===== src/rtl/core_mem_stage.sv =====
// Memory stage: takes one executed instruction, runs the data-memory access over req/gnt/rvalid,
// and produces a registered writeback record with load extraction and store lane steering.
module core_mem_stage #(
  parameter int XLEN = 32
) (
  input  logic            i_clk,
  input  logic            i_rst,
  input  logic            i_valid,
  output logic            o_ready,
  input  logic [6:0]      i_opcode,
  input  logic [2:0]      i_funct3,
  input  logic [4:0]      i_rd,
  input  logic            i_reg_write,
  input  logic [XLEN-1:0] i_alu_result,
  input  logic [XLEN-1:0] i_store_data,
  output logic            o_dmem_req,
  output logic            o_dmem_we,
  output logic [XLEN-1:0] o_dmem_addr,
  output logic [3:0]      o_dmem_be,
  output logic [XLEN-1:0] o_dmem_wdata,
  input  logic            i_dmem_gnt,
  input  logic            i_dmem_rvalid,
  input  logic [XLEN-1:0] i_dmem_rdata,
  output logic            o_wb_valid,
  output logic [4:0]      o_wb_rd,
  output logic            o_wb_reg_write,
  output logic [XLEN-1:0] o_wb_data,
  output logic            o_misaligned
);

  localparam logic [1:0] ST_IDLE  = 2'd0;
  localparam logic [1:0] ST_REQ   = 2'd1;
  localparam logic [1:0] ST_WAIT  = 2'd2;
  localparam logic [6:0] OP_LOAD  = 7'b0000011;
  localparam logic [6:0] OP_STORE = 7'b0100011;

  logic [1:0]      state_q, state_d;
  logic [XLEN-1:0] addr_q, addr_d;
  logic [2:0]      funct3_q, funct3_d;
  logic            is_store_q, is_store_d;
  logic [4:0]      rd_q, rd_d;
  logic            reg_write_q, reg_write_d;
  logic [3:0]      be_q, be_d;
  logic [XLEN-1:0] wdata_q, wdata_d;
  logic            wb_valid_q, wb_valid_d;
  logic [4:0]      wb_rd_q, wb_rd_d;
  logic            wb_reg_write_q, wb_reg_write_d;
  logic [XLEN-1:0] wb_data_q, wb_data_d;
  logic            mis_q, mis_d;
  logic            accept_s;
  logic            is_ls_s;

  // funct3[1:0]: 00 byte, 01 half, anything else is a word access
  function automatic logic is_misaligned(input logic [2:0] f3, input logic [1:0] off);
    logic r;
    case (f3[1:0])
      2'b00:   r = 1'b0;
      2'b01:   r = off[0];
      default: r = (off != 2'b00);
    endcase
    return r;
  endfunction

  function automatic logic [3:0] store_be(input logic [2:0] f3, input logic [1:0] off);
    logic [3:0] r;
    case (f3[1:0])
      2'b00:   r = 4'b0001 << off;
      2'b01:   r = off[1] ? 4'b1100 : 4'b0011;
      default: r = 4'b1111;
    endcase
    return r;
  endfunction

  function automatic logic [31:0] store_wdata(input logic [2:0] f3, input logic [31:0] d);
    logic [31:0] r;
    case (f3[1:0])
      2'b00:   r = {4{d[7:0]}};
      2'b01:   r = {2{d[15:0]}};
      default: r = d;
    endcase
    return r;
  endfunction

  function automatic logic [31:0] load_extract(input logic [2:0] f3, input logic [1:0] off,
                                               input logic [31:0] rdata);
    logic [7:0]  b;
    logic [15:0] h;
    logic [31:0] r;
    case (off)
      2'd0:    b = rdata[7:0];
      2'd1:    b = rdata[15:8];
      2'd2:    b = rdata[23:16];
      default: b = rdata[31:24];
    endcase
    h = off[1] ? rdata[31:16] : rdata[15:0];
    case (f3)
      3'b000:  r = {{24{b[7]}}, b};
      3'b001:  r = {{16{h[15]}}, h};
      3'b100:  r = {24'd0, b};
      3'b101:  r = {16'd0, h};
      default: r = rdata;
    endcase
    return r;
  endfunction

  assign accept_s = i_valid && (state_q == ST_IDLE);
  assign is_ls_s  = (i_opcode == OP_LOAD) || (i_opcode == OP_STORE);

  // Next-state and writeback record computation
  always_comb begin
    state_d        = state_q;
    addr_d         = addr_q;
    funct3_d       = funct3_q;
    is_store_d     = is_store_q;
    rd_d           = rd_q;
    reg_write_d    = reg_write_q;
    be_d           = be_q;
    wdata_d        = wdata_q;
    wb_valid_d     = 1'b0;
    wb_rd_d        = wb_rd_q;
    wb_reg_write_d = wb_reg_write_q;
    wb_data_d      = wb_data_q;
    mis_d          = 1'b0;
    case (state_q)
      ST_IDLE: begin
        if (accept_s && is_ls_s && is_misaligned(i_funct3, i_alu_result[1:0])) begin
          // Dropped access still retires so the pipeline sees exactly one record
          wb_valid_d     = 1'b1;
          mis_d          = 1'b1;
          wb_rd_d        = i_rd;
          wb_reg_write_d = 1'b0;
          wb_data_d      = i_alu_result;
        end else if (accept_s && is_ls_s) begin
          state_d     = ST_REQ;
          addr_d      = i_alu_result;
          funct3_d    = i_funct3;
          is_store_d  = (i_opcode == OP_STORE);
          rd_d        = i_rd;
          reg_write_d = i_reg_write;
          be_d        = store_be(i_funct3, i_alu_result[1:0]);
          wdata_d     = store_wdata(i_funct3, i_store_data);
        end else if (accept_s) begin
          wb_valid_d     = 1'b1;
          wb_rd_d        = i_rd;
          wb_reg_write_d = i_reg_write && (i_rd != 5'd0);
          wb_data_d      = i_alu_result;
        end else begin
          state_d = ST_IDLE;
        end
      end
      ST_REQ: begin
        if (i_dmem_gnt && is_store_q) begin
          state_d        = ST_IDLE;
          wb_valid_d     = 1'b1;
          wb_rd_d        = rd_q;
          wb_reg_write_d = 1'b0;
        end else if (i_dmem_gnt) begin
          state_d = ST_WAIT;
        end else begin
          state_d = ST_REQ;
        end
      end
      ST_WAIT: begin
        if (i_dmem_rvalid) begin
          state_d        = ST_IDLE;
          wb_valid_d     = 1'b1;
          wb_rd_d        = rd_q;
          wb_reg_write_d = reg_write_q && (rd_q != 5'd0);
          wb_data_d      = load_extract(funct3_q, addr_q[1:0], i_dmem_rdata);
        end else begin
          state_d = ST_WAIT;
        end
      end
      default: state_d = ST_IDLE;
    endcase
  end

  // State and output registers with synchronous reset
  always_ff @(posedge i_clk) begin
    if (i_rst) begin
      state_q        <= ST_IDLE;
      addr_q         <= {XLEN{1'b0}};
      funct3_q       <= 3'd0;
      is_store_q     <= 1'b0;
      rd_q           <= 5'd0;
      reg_write_q    <= 1'b0;
      be_q           <= 4'd0;
      wdata_q        <= {XLEN{1'b0}};
      wb_valid_q     <= 1'b0;
      wb_rd_q        <= 5'd0;
      wb_reg_write_q <= 1'b0;
      wb_data_q      <= {XLEN{1'b0}};
      mis_q          <= 1'b0;
    end else begin
      state_q        <= state_d;
      addr_q         <= addr_d;
      funct3_q       <= funct3_d;
      is_store_q     <= is_store_d;
      rd_q           <= rd_d;
      reg_write_q    <= reg_write_d;
      be_q           <= be_d;
      wdata_q        <= wdata_d;
      wb_valid_q     <= wb_valid_d;
      wb_rd_q        <= wb_rd_d;
      wb_reg_write_q <= wb_reg_write_d;
      wb_data_q      <= wb_data_d;
      mis_q          <= mis_d;
    end
  end

  assign o_ready        = (state_q == ST_IDLE);
  assign o_dmem_req     = (state_q == ST_REQ);
  assign o_dmem_we      = is_store_q;
  assign o_dmem_addr    = {addr_q[XLEN-1:2], 2'b00};
  assign o_dmem_be      = be_q;
  assign o_dmem_wdata   = wdata_q;
  assign o_wb_valid     = wb_valid_q;
  assign o_wb_rd        = wb_rd_q;
  assign o_wb_reg_write = wb_reg_write_q;
  assign o_wb_data      = wb_data_q;
  assign o_misaligned   = mis_q;

endmodule


===== config.mk =====
export PLATFORM = sky130hd
export DESIGN_NAME = core_mem_stage
export DESIGN_NICKNAME = d
export VERILOG_FILES = /design/src/rtl/core_mem_stage.sv
export SDC_FILE = /design/constraint.sdc
export NUM_CORES = 1
export LEC_CHECK = 0
export BUFFER_PORTS_ARGS = -buffer_cell sky130_fd_sc_hd__buf_4
export CORE_ASPECT_RATIO = 1.1
export CORE_MARGIN = 8
export CORE_UTILIZATION = 50
export DETAILED_ROUTE_END_ITERATION = 16
export PLACE_DENSITY = 0.92
export SLEW_MARGIN = 20
export SYNTH_ARGS = -nofsm -noshare
export SYNTH_HDL_FRONTEND = slang
export SYNTH_SLANG_ARGS = --single-unit

===== constraint.sdc =====
create_clock -name i_clk -period 2.6 [get_ports i_clk]
set_clock_uncertainty 0.1 [all_clocks]
set_input_delay 0 -clock i_clk [delete_from_list [all_inputs] [get_ports i_clk]]
set_output_delay 0 -clock i_clk [all_outputs]
set_load 0.05 [all_outputs]

=== Word-level counts from Yosys, hierarchy flattened ===
Cells that the tools add are included.
Widths: inputs -> output; s select.

* Register bits: 120
* Bits in latches: 0
* Bits in writable memories: 0
* Bits in read-only memories: 0
* Input bits: 117
* Memories: 0

* Add/subtract/negate cells: 0
* Multiply operators: 0
* Div/mod/pow operators: 0
* Magnitude comparators: 0
* Eq/ne operators: 16
* Shifts and indexed selects: 1
* Muxes and demuxes: 39
* Bitwise gates (word level): 2
* Reduce and logical (&&, ||, !) cells: 21

{| class="wikitable"
|+ Operator list
! operator !! number
|-
| $mux 32 || 4
|-
| $pmux 32 s2 || 2
|-
| $pmux 32 s4 || 1
|-
| $mux 5 || 5
|-
| $pmux 8 s3 || 1
|-
| $mux 16 || 1
|-
| $pmux 5 s3 || 1
|-
| $mux 1 || 12
|-
| $mux 2 || 6
|-
| $reduce_bool 5->1 || 2
|-
| $pmux 4 s2 || 1
|-
| $eq 7x2->1 const B || 1
|-
| $eq 7x6->1 const B || 1
|-
| $eq 2x1->1 const B || 3
|-
| $eq 3x3->1 const B || 2
|-
| $logic_and 1x1->1 || 6
|-
| $logic_not 2->1 || 3
|-
| $pmux 1 s3 || 2
|-
| $pmux 2 s3 || 1
|-
| $reduce_and 5->1 || 1
|-
| $eq 2x2->1 const B || 2
|-
| $mux 4 || 1
|-
| $ne 2x2->1 const B || 2
|-
| $reduce_and 4->1 || 1
|-
| other kinds (15) || 17
|}

=== Depth between registers and ports, before layout ===
Gate-level depths: netlist (run 1).

* Depth in word-level cells: 6
* Depth in mapped cells: 10
* Mapped depth without buffers: 6

=== Worst setup path after synthesis (run 1) ===
OpenSTA, ideal clock, no wires.

* Path kind: register to register
* From: register state_q[0]
* To: register wb_data_q[10] (netlist: o_wb_data[10])
* Arrival: 2191 ps
* Data required time: 2357 ps
* Path slack: 166 ps
* Stages on the path, launching flop included: 9
* Buffers on the path: 2
* Period minus slack after synthesis: 2434 ps
* Cells stage by stage: dfxtp_1 > inv_1 > ha_1 > nor2b_4 > buf_6 > or3_1 > buf_6 > a311oi_4 > a22oi_1

* Longest elaborated chain between the ends: 6
* Elaborated cells between the ends (all ways): 12

{| class="wikitable"
|+ RTL lines
! what !! line !! text
|-
| start, declared || 37 || <nowiki>logic [1:0] state_q, state_d;</nowiki>
|-
| start signal, assigned || 195 || <nowiki>state_q <= state_d;</nowiki>
|-
| $logic_not 2->1 * || - ||
|-
| net o_ready || 9 || <nowiki>output logic o_ready,</nowiki>
|-
| $logic_and 1x1->1 || 106 || <nowiki>assign accept_s = i_valid && (state_q == ST_IDLE);</nowiki>
|-
| $logic_and 1x1->1 || 126, 133 ||
|-
| $logic_and 1x1->1 || 126 || <nowiki>if (accept_s && is_ls_s && is_misaligned(i_funct3, i_alu_result[1:0])) begin</nowiki>
|-
| $ne 3x3->1 (no source line), or another cell as far along || - ||
|-
| $reduce_and 4->1 (no source line) or $pmux 32 s2 (tied branches) || - ||
|-
| end signal, assigned || 192 || <nowiki>wb_data_q <= {XLEN{1'b0}};</nowiki>
|-
| end signal, assigned || 206 || <nowiki>wb_data_q <= wb_data_d;</nowiki>
|-
| end, declared || 48 || <nowiki>logic [XLEN-1:0] wb_data_q, wb_data_d;</nowiki>
|}

Mark *: on every way through the listed nets, which the timed path passes. The rest lies on a longest branch.
A chain may end at the register's enable or synchronous reset.

=== Final worst setup path (run 1) ===
* From: input i_alu_result[0]
* To: register wdata_q[30] (netlist: o_dmem_wdata[30])

* Longest elaborated chain between the ends: 6

{| class="wikitable"
|+ RTL lines
! what !! line !! text
|-
| start, declared || 14 || <nowiki>input logic [XLEN-1:0] i_alu_result,</nowiki>
|-
| $reduce_bool 2->1 || 59 || <nowiki>default: r = (off != 2'b00);</nowiki>
|-
| $pmux 1 s2 * || 56 || <nowiki>case (f3[1:0])</nowiki>
|-
| $mux 1 * || 124 || <nowiki>case (state_q)</nowiki>
|-
| $logic_and 1x1->1 * || 126 ||
|-
| $not 1->1 (no source line) * || - ||
|-
| $reduce_and 3->1 (no source line) * || - ||
|-
| end signal, assigned || 188 || <nowiki>wdata_q <= {XLEN{1'b0}};</nowiki>
|-
| end signal, assigned || 202 || <nowiki>wdata_q <= wdata_d;</nowiki>
|-
| end, declared || 44 || <nowiki>logic [XLEN-1:0] wdata_q, wdata_d;</nowiki>
|}

Mark *: on every way between the ends. The rest lies on a longest branch, timed or not. The select of a mux whose other input is x is not followed.

==> results of run 1 <==
==> per-stage QoR <==
| stage | instances | area, sq um | setup TNS [ns] |
|---|---|---|---|
| global placement | 1070 | 7760 | 0 |
| finish | 1220 | 9550 | 0 |
| global route | 1220 | 9550 | -0.0522 |
| floorplan | 768 | 6240 | 0 |
| detailed placement | 1070 | 7760 | 0 |
| CTS | 1214 | 9470 | 0 |
==> sequential cells by signal, summed over array words and instances (netlist names) <==
signal,cells
addr_q,32
o_dmem_wdata,32
o_wb_data,32
o_wb_rd,5
rd_q,5
o_dmem_be,4
funct3_q,3
state_q,2
o_dmem_we,1
o_misaligned,1
o_wb_reg_write,1
o_wb_valid,1
reg_write_q,1
==> worst min path at each step <==
stage	from	to	cells after the start
final	i_dmem_rdata[0]	o_wb_data[0]	3
after global routing	i_dmem_rdata[0]	o_wb_data[0]	3
after CTS	i_funct3[1]	funct3_q[1]	4
after detailed placement	i_alu_result[3]	addr_q[3]	3
after global placement	i_opcode[5]	o_dmem_we	3
after floorplan	i_alu_result[10]	addr_q[10]	2
==> cell families (layout without fill, tap and decap cells) <==
kind of cell               after synthesis  in the layout  synth area share
DFF                                    120            120             0.385
AOI/OAI and AO/OA                      227            227             0.255
and+or+nand+nor                        255            255             0.185
other                                    1              2          0.000602
muxes                                   37             37            0.0594
buffers and inverters                  122            420             0.105
adders and majority gates                5              5            0.0100
==> worst min-delay path: stages <==
cell and delay (ns):
buf_4 0.08, a221oi_1 0.08, o41ai_1 0.35
==> final cells by class <==
| cell class | instances | share of cell area |
|---|---|---|
| Clock buffer | 18 | 0.0460 |
| Clock inverter | 14 | 0.0158 |
| Inverter | 25 | 0.00982 |
| Multi-Input combinational cell | 526 | 0.336 |
| Sequential cell | 120 | 0.251 |
| Tap cell | 154 | 0.0202 |
| Timing Repair Buffer | 363 | 0.320 |
==> power breakdown <==
group / internal, W / total (W) / switching [W]
sequential: 0.00189 / 0.00192 / 0.0000301
clock: 0.00144 / 0.00235 / 0.000908
combinational: 0.000366 / 0.000848 / 0.000481
total: 0.00369 / 0.00511 / 0.00142
==> routing by layer <==
layer  vias to the layer above  part of all wire  wire length [um]  GRT usage
li1                       3287                 -                 -          -
met2                       668              0.46             12800      0.537
met5                         -                 0                 0          0
met3                       160              0.13              3490     0.0985
met1                      3485              0.34              9500      0.349
met4                         0             0.065              1800      0.205
==> repair_timing <==
action | 4_1_cts | 5_1_grt
hold endpoints to repair | 119 | 0
setup buffers | 0 | 5
hold buffers | 112 | 0
endpoints found under the setup margin | 0 | 3
resized for setup | 0 | 4
==> layout by cell type (no fill, tap or decap), types with 4 or more instances in the layout <==
master	count
nor2_1	35
o2111ai_1	17
dlygate4sd3_1	112
o211ai_1	16
o41ai_1	8
o22ai_1	8
a21oi_1	93
dfxtp_1	120
a211oi_1	15
a221oi_1	7
clkinv_1	5
a22oi_1	8
inv_1	20
mux2i_1	37
clkinvlp_4	5
nor3_1	4
or3_1	18
a311oi_1	11
buf_4	247
nand2_1	160
nand3b_1	9
nand2b_1	12
o21ai_0	12
ha_1	4
clkinv_4	4
clkbuf_16	18
o221ai_1	16
==> summary.txt, run 1 <==
Outcome
  • Status: completed

Finish
  • # diodes: 0
  • Fillers: approximately 680
  • Ratio of cells with drive above 1 in the final layout: 0.280
  • Final layout net count: 1175
  • Synth-to-layout area growth: 53.3%
  • Final core occ: 0.790
  • Area of the multi-input gates: 3210 sq um
  • Reg area: about 2400 sq um

STA
  • Hold Fails Final Rpt: 0
  • Max frequency: around 0.39 GHz
  • Tcrit/Tclk final: 0.991
  • Worst-Margin Slew: approximately 0.84 ns
  • Final min period: 2.58 ns
  • Final WS setup: 0.0241 ns
  • Worst hold slack: 0.0337 ns
  • Worst slew margin: 0.442
  • Final setup fails: 0
  • Final Slew Violations: 0

Clocking
  • Clk sink count: 120
  • CTS Buf Count: 17
  • Clock slew at reported path FFs: approximately 0.060 ns
  • H-tree level count: 4
  • Max clock buf depth: 2
  • Worst skew pair latency: approximately 0.41 ns
  • CTS tree: built
  • Root buf cell: clkbuf_16

Setup path
  • Critical R2R Capture: o_dmem_wdata[30]
  • Depth of the worst register-to-register path: 9
  • Stages on the worst setup path: 8
  • Crit path launch type: primary input
  • CP Capture Point: o_dmem_wdata[30]
  • Type of the worst setup path: primary input to register
  • CP max stage cell: a21oi_1
  • Worst path top cell family by delay: buffers and inverters
  • Worst R2R Setup Slack: about 0.050 ns
  • Crit-path cells: dlygate4sd3_1, buf_4, a21oi_1, o2111a_4, buf_16, o211ai_1, a21oi_1, dlygate4sd3_1
  • Reg2reg start: state_q[0]
  • Worst path max stage delay: 0.68 ns
  • Required @ worst endpoint: approximately 2.9 ns
  • CP Max Fanout: 28
  • Critical path startpoint: i_alu_result[0]
  • Crit path buf inv count: 4
  • Endpoint type of the worst setup path: register
  • Worst Path Arrival: around 2.8 ns

Global route
  • Vias in the first global route: 7731
  • Largest net degree at the start of global routing: 70
  • Initial antenna violation count: 0
  • GRT Total Usage: 0.323
  • GRT overflow: 0
  • First-pass GRT wire length: between 40000 and 50000 um

Die
  • Core outline area: 12100 sq um
  • Chip width: between 100 and 150 um
  • IO Count: 228
  • Initial core utilization: 0.516
  • DIE AREA: around 16000 sq um
  • Die Y: around 130 um
  • Site row count: 42

Synth
  • Mapped Cells: 767
  • EDFF count, synth: 0
  • Yosys reg bits: 120
  • Sequential area share after synthesis: 0.385
  • Total number of yosys warnings: 0
  • Top cells by area, synth: dfxtp_1, nand2_1, a21oi_1
  • Yosys cell types: 55
  • Count leader, synth: nand2_1
  • Post-synth top cells: nand2_1, dfxtp_1, a21oi_1
  • Ys async rst share: 0
  • Syn Area/Cell: between 8 and 9 sq um
  • Mapped cell area: between 6000 and 7000 sq um
  • Commonest register cell after synthesis: dfxtp_1
  • Cell taking the most area after synthesis: dfxtp_1
  • Synth top area share: 0.385

Detailed routing
  • Final WL: about 28000 um
  • 1st-iter DRT viols: between 1000 and 1500
  • Drt pass-1 iters: 7
  • Drt drc: 0
  • Via density: 6.23
  • Wire length per cell: roughly 23 um
  • Antenna Nets Post-Route: 0
  • Vias post-DR: 7600

Run
  • Max Cap Viol: 0

Power
  • Pwr Density: between 500 and 600 nW/um^2
  • Total power: approximately 0.0051 W
  • VDD IR-drop max: around 0.00037 V
  • Leakage power: between 3 and 4 nW

Placement
  • IO Port Bufs: 225
  • Detailed Place HPWL: around 16000 um
  • Worst slack at placement: about 0.25 ns
  • Placer Congestion: roughly 0.86

Worst hold path
  • Hold Crit Class: primary input to register
Note: power is estimated with default switching activity, not from simulation.
==> run 2: changes to the inputs <==
- CORE_MARGIN: 8 -> unset
==> run 2 against run 1 <==
Compared with the run above:
- first-iteration DRC count decreased by 45%
- non-clock buffer count decreased by 4
- critical path depth decreased by 1
- largest cell class unchanged
- combinational power about the same
- sequential power about the same
- register-to-register slack about the same
- utilization decreased by 0.39 points
- final area decreased by 0.50%
==> summary.txt, run 2 (synthesis gave the netlist of run 1 again) <==
Global route
  • Initial antenna violation count: 0
  • Largest net degree at the start of global routing: a little over 90
  • GRT overflow: 0
  • Vias in the first global route: approximately 7600
  • GRT Total Usage: 0.409
  • First-pass GRT wire length: ~40000 um

Detailed routing
  • Drt pass-1 iters: 8
  • Final WL: approximately 26000 um
  • Antenna Nets Post-Route: 0
  • Wire length per cell: between 20 and 25 um
  • 1st-iter DRT viols: 747
  • Via density: 6.29
  • Vias post-DR: about 7700
  • Drt drc: 0

Finish
  • Commonest non-fill, non-tap cell in the layout: buf_4
  • # diodes: 0
  • Ratio of cells with drive above 1 in the final layout: 0.278
  • Final Cell Area: 9510 sq um
  • Final layout net count: around 1200
  • Synth-to-layout area growth: 52.5%
  • Most frequent cells in the layout: buf_4, nand2_1, dfxtp_1
  • Layout Cells excl Fill: about 1200

Die
  • DIE AREA: about 13000 sq um
  • Chip width: about 110 um
  • Site row count: 42
  • Die Y: between 100 and 150 um
  • Initial core utilization: 0.516
  • Core outline area: ~12000 sq um
  • IO Count: about 230

Placement
  • Worst slack at placement: between 0.2 and 0.25 ns
  • IO Port Bufs: 225
  • Placed cells: approximately 1100
  • Placer Congestion: roughly 0.87
  • DP Area: slightly below 8000 sq um
  • Detailed Place HPWL: 14500 um

Setup path
  • Worst R2R Setup Slack: between 0.04 and 0.05 ns
  • Endpoint type of the worst setup path: register
  • Critical path startpoint: state_q[0]
  • CP Max Fanout: 17
  • Depth of the worst register-to-register path: 7
  • Critical R2R Capture: o_wb_data[13]
  • Required @ worst endpoint: 2.76 ns
  • Type of the worst setup path: register to register
  • Crit path launch type: register
  • Reg2reg start: state_q[0]
  • Worst Path Arrival: between 2 and 3 ns

Worst hold path
  • Worst hold start: i_funct3[1]
  • Hold Crit Depth: 4
  • Worst Hold Path EP: funct3_q[1]
  • Hold Crit Class: primary input to register

STA
  • Setup TNS: 0 ns
  • Setup repair after global routing missed its margin: false
  • Worst-Margin Slew: between 0.9 and 1 ns
  • Final min period: ~2.6 ns
  • Hold Fails Final Rpt: 0
  • Final WS setup: 0.0479 ns
  • Tcrit/Tclk final: 0.982
  • Worst slew margin: 0.342
  • Final setup fails: 0
  • Final Slew Violations: 0
  • Max frequency: around 0.39 GHz

Power
  • Leakage power: roughly 3.9 nW
  • Total power: 0.00504 W
  • Pwr Density: approximately 530 nW/um^2
  • VDD IR-drop max: approximately 0.00035 V

Clocking
  • CTS tree: built
  • Max clock buf depth: 2
  • CTS Buf Count: 17
  • H-tree level count: 4
  • Clk sink count: between 100 and 150
  • Worst skew pair latency: between 0.4 and 0.5 ns
  • Clock slew at reported path FFs: approximately 0.060 ns
  • Root buf cell: clkbuf_16

Outcome
  • Status: completed

Run
  • Max Cap Viol: 0
[run 2: cell count changes in the layout (fill, tap and decap cells not counted), sizes merged]
cell         delta
buf             -4
bufinv          -1
clkinv          -4
clkinvlp        +4
dlygate4sd3     +1
o2111a          +1
[run 2: layout make-up]
type	instances	area, sq um
multi-input cells	527	3220
repair buffers	359	3020
fillers	677	2580
flip-flops and latches	120	2400
clock buffers	19	453
well taps	154	193
clock inverters	13	124
inverters	25	93.8
[run 2: worst max-delay path by stage]
stage	to
CTS	o_dmem_wdata[25]
detailed placement	o_wb_data[14]
global placement	o_wb_data[12]
floorplan	o_wb_data[10]
finish	o_wb_data[13]
global route	o_wb_data[13]
[run 2: where the power goes]
group / total (W) / leakage [nW] / internal (W) / switching [W]
sequential: 0.00192 / 0.976 / 0.00189 / 0.0000333
clock: 0.00227 / 0.252 / 0.00137 / 0.000907
combinational: 0.000847 / 2.63 / 0.000366 / 0.000482
[run 2: critical path, stage by stage, from the launching register on]
cell and delay (ns):
dfxtp_1 0.35, inv_1 0.09, ha_1 0.26, buf_4 0.26, nor2_1 0.12, or3_1 0.44
a311oi_4 0.54, a22oi_1 0.23
[run 2: per-layer routing]
layer | track usage | share of wire
met5 | 0 | 0
met4 | 0.269 | 0.066
met3 | 0.143 | 0.12
met2 | 0.670 | 0.47
met1 | 0.440 | 0.35
[run 2: through the flow]
stage | util | hold WS (ns)
floorplan | - | 0.0360
global placement | 0.642 | 0.152
detailed placement | 0.642 | 0.170
CTS | 0.783 | 0.000761
global route | 0.786 | 0.0335
finish | 0.786 | 0.0218
[run 2: what timing repair did]
action | CTS | global route
endpoints found under the hold margin | 118 | 0
setup buffers | 0 | 3
resized for setup | 0 | 2
hold buffers | 113 | 0
setup endpoints to repair | 0 | 6
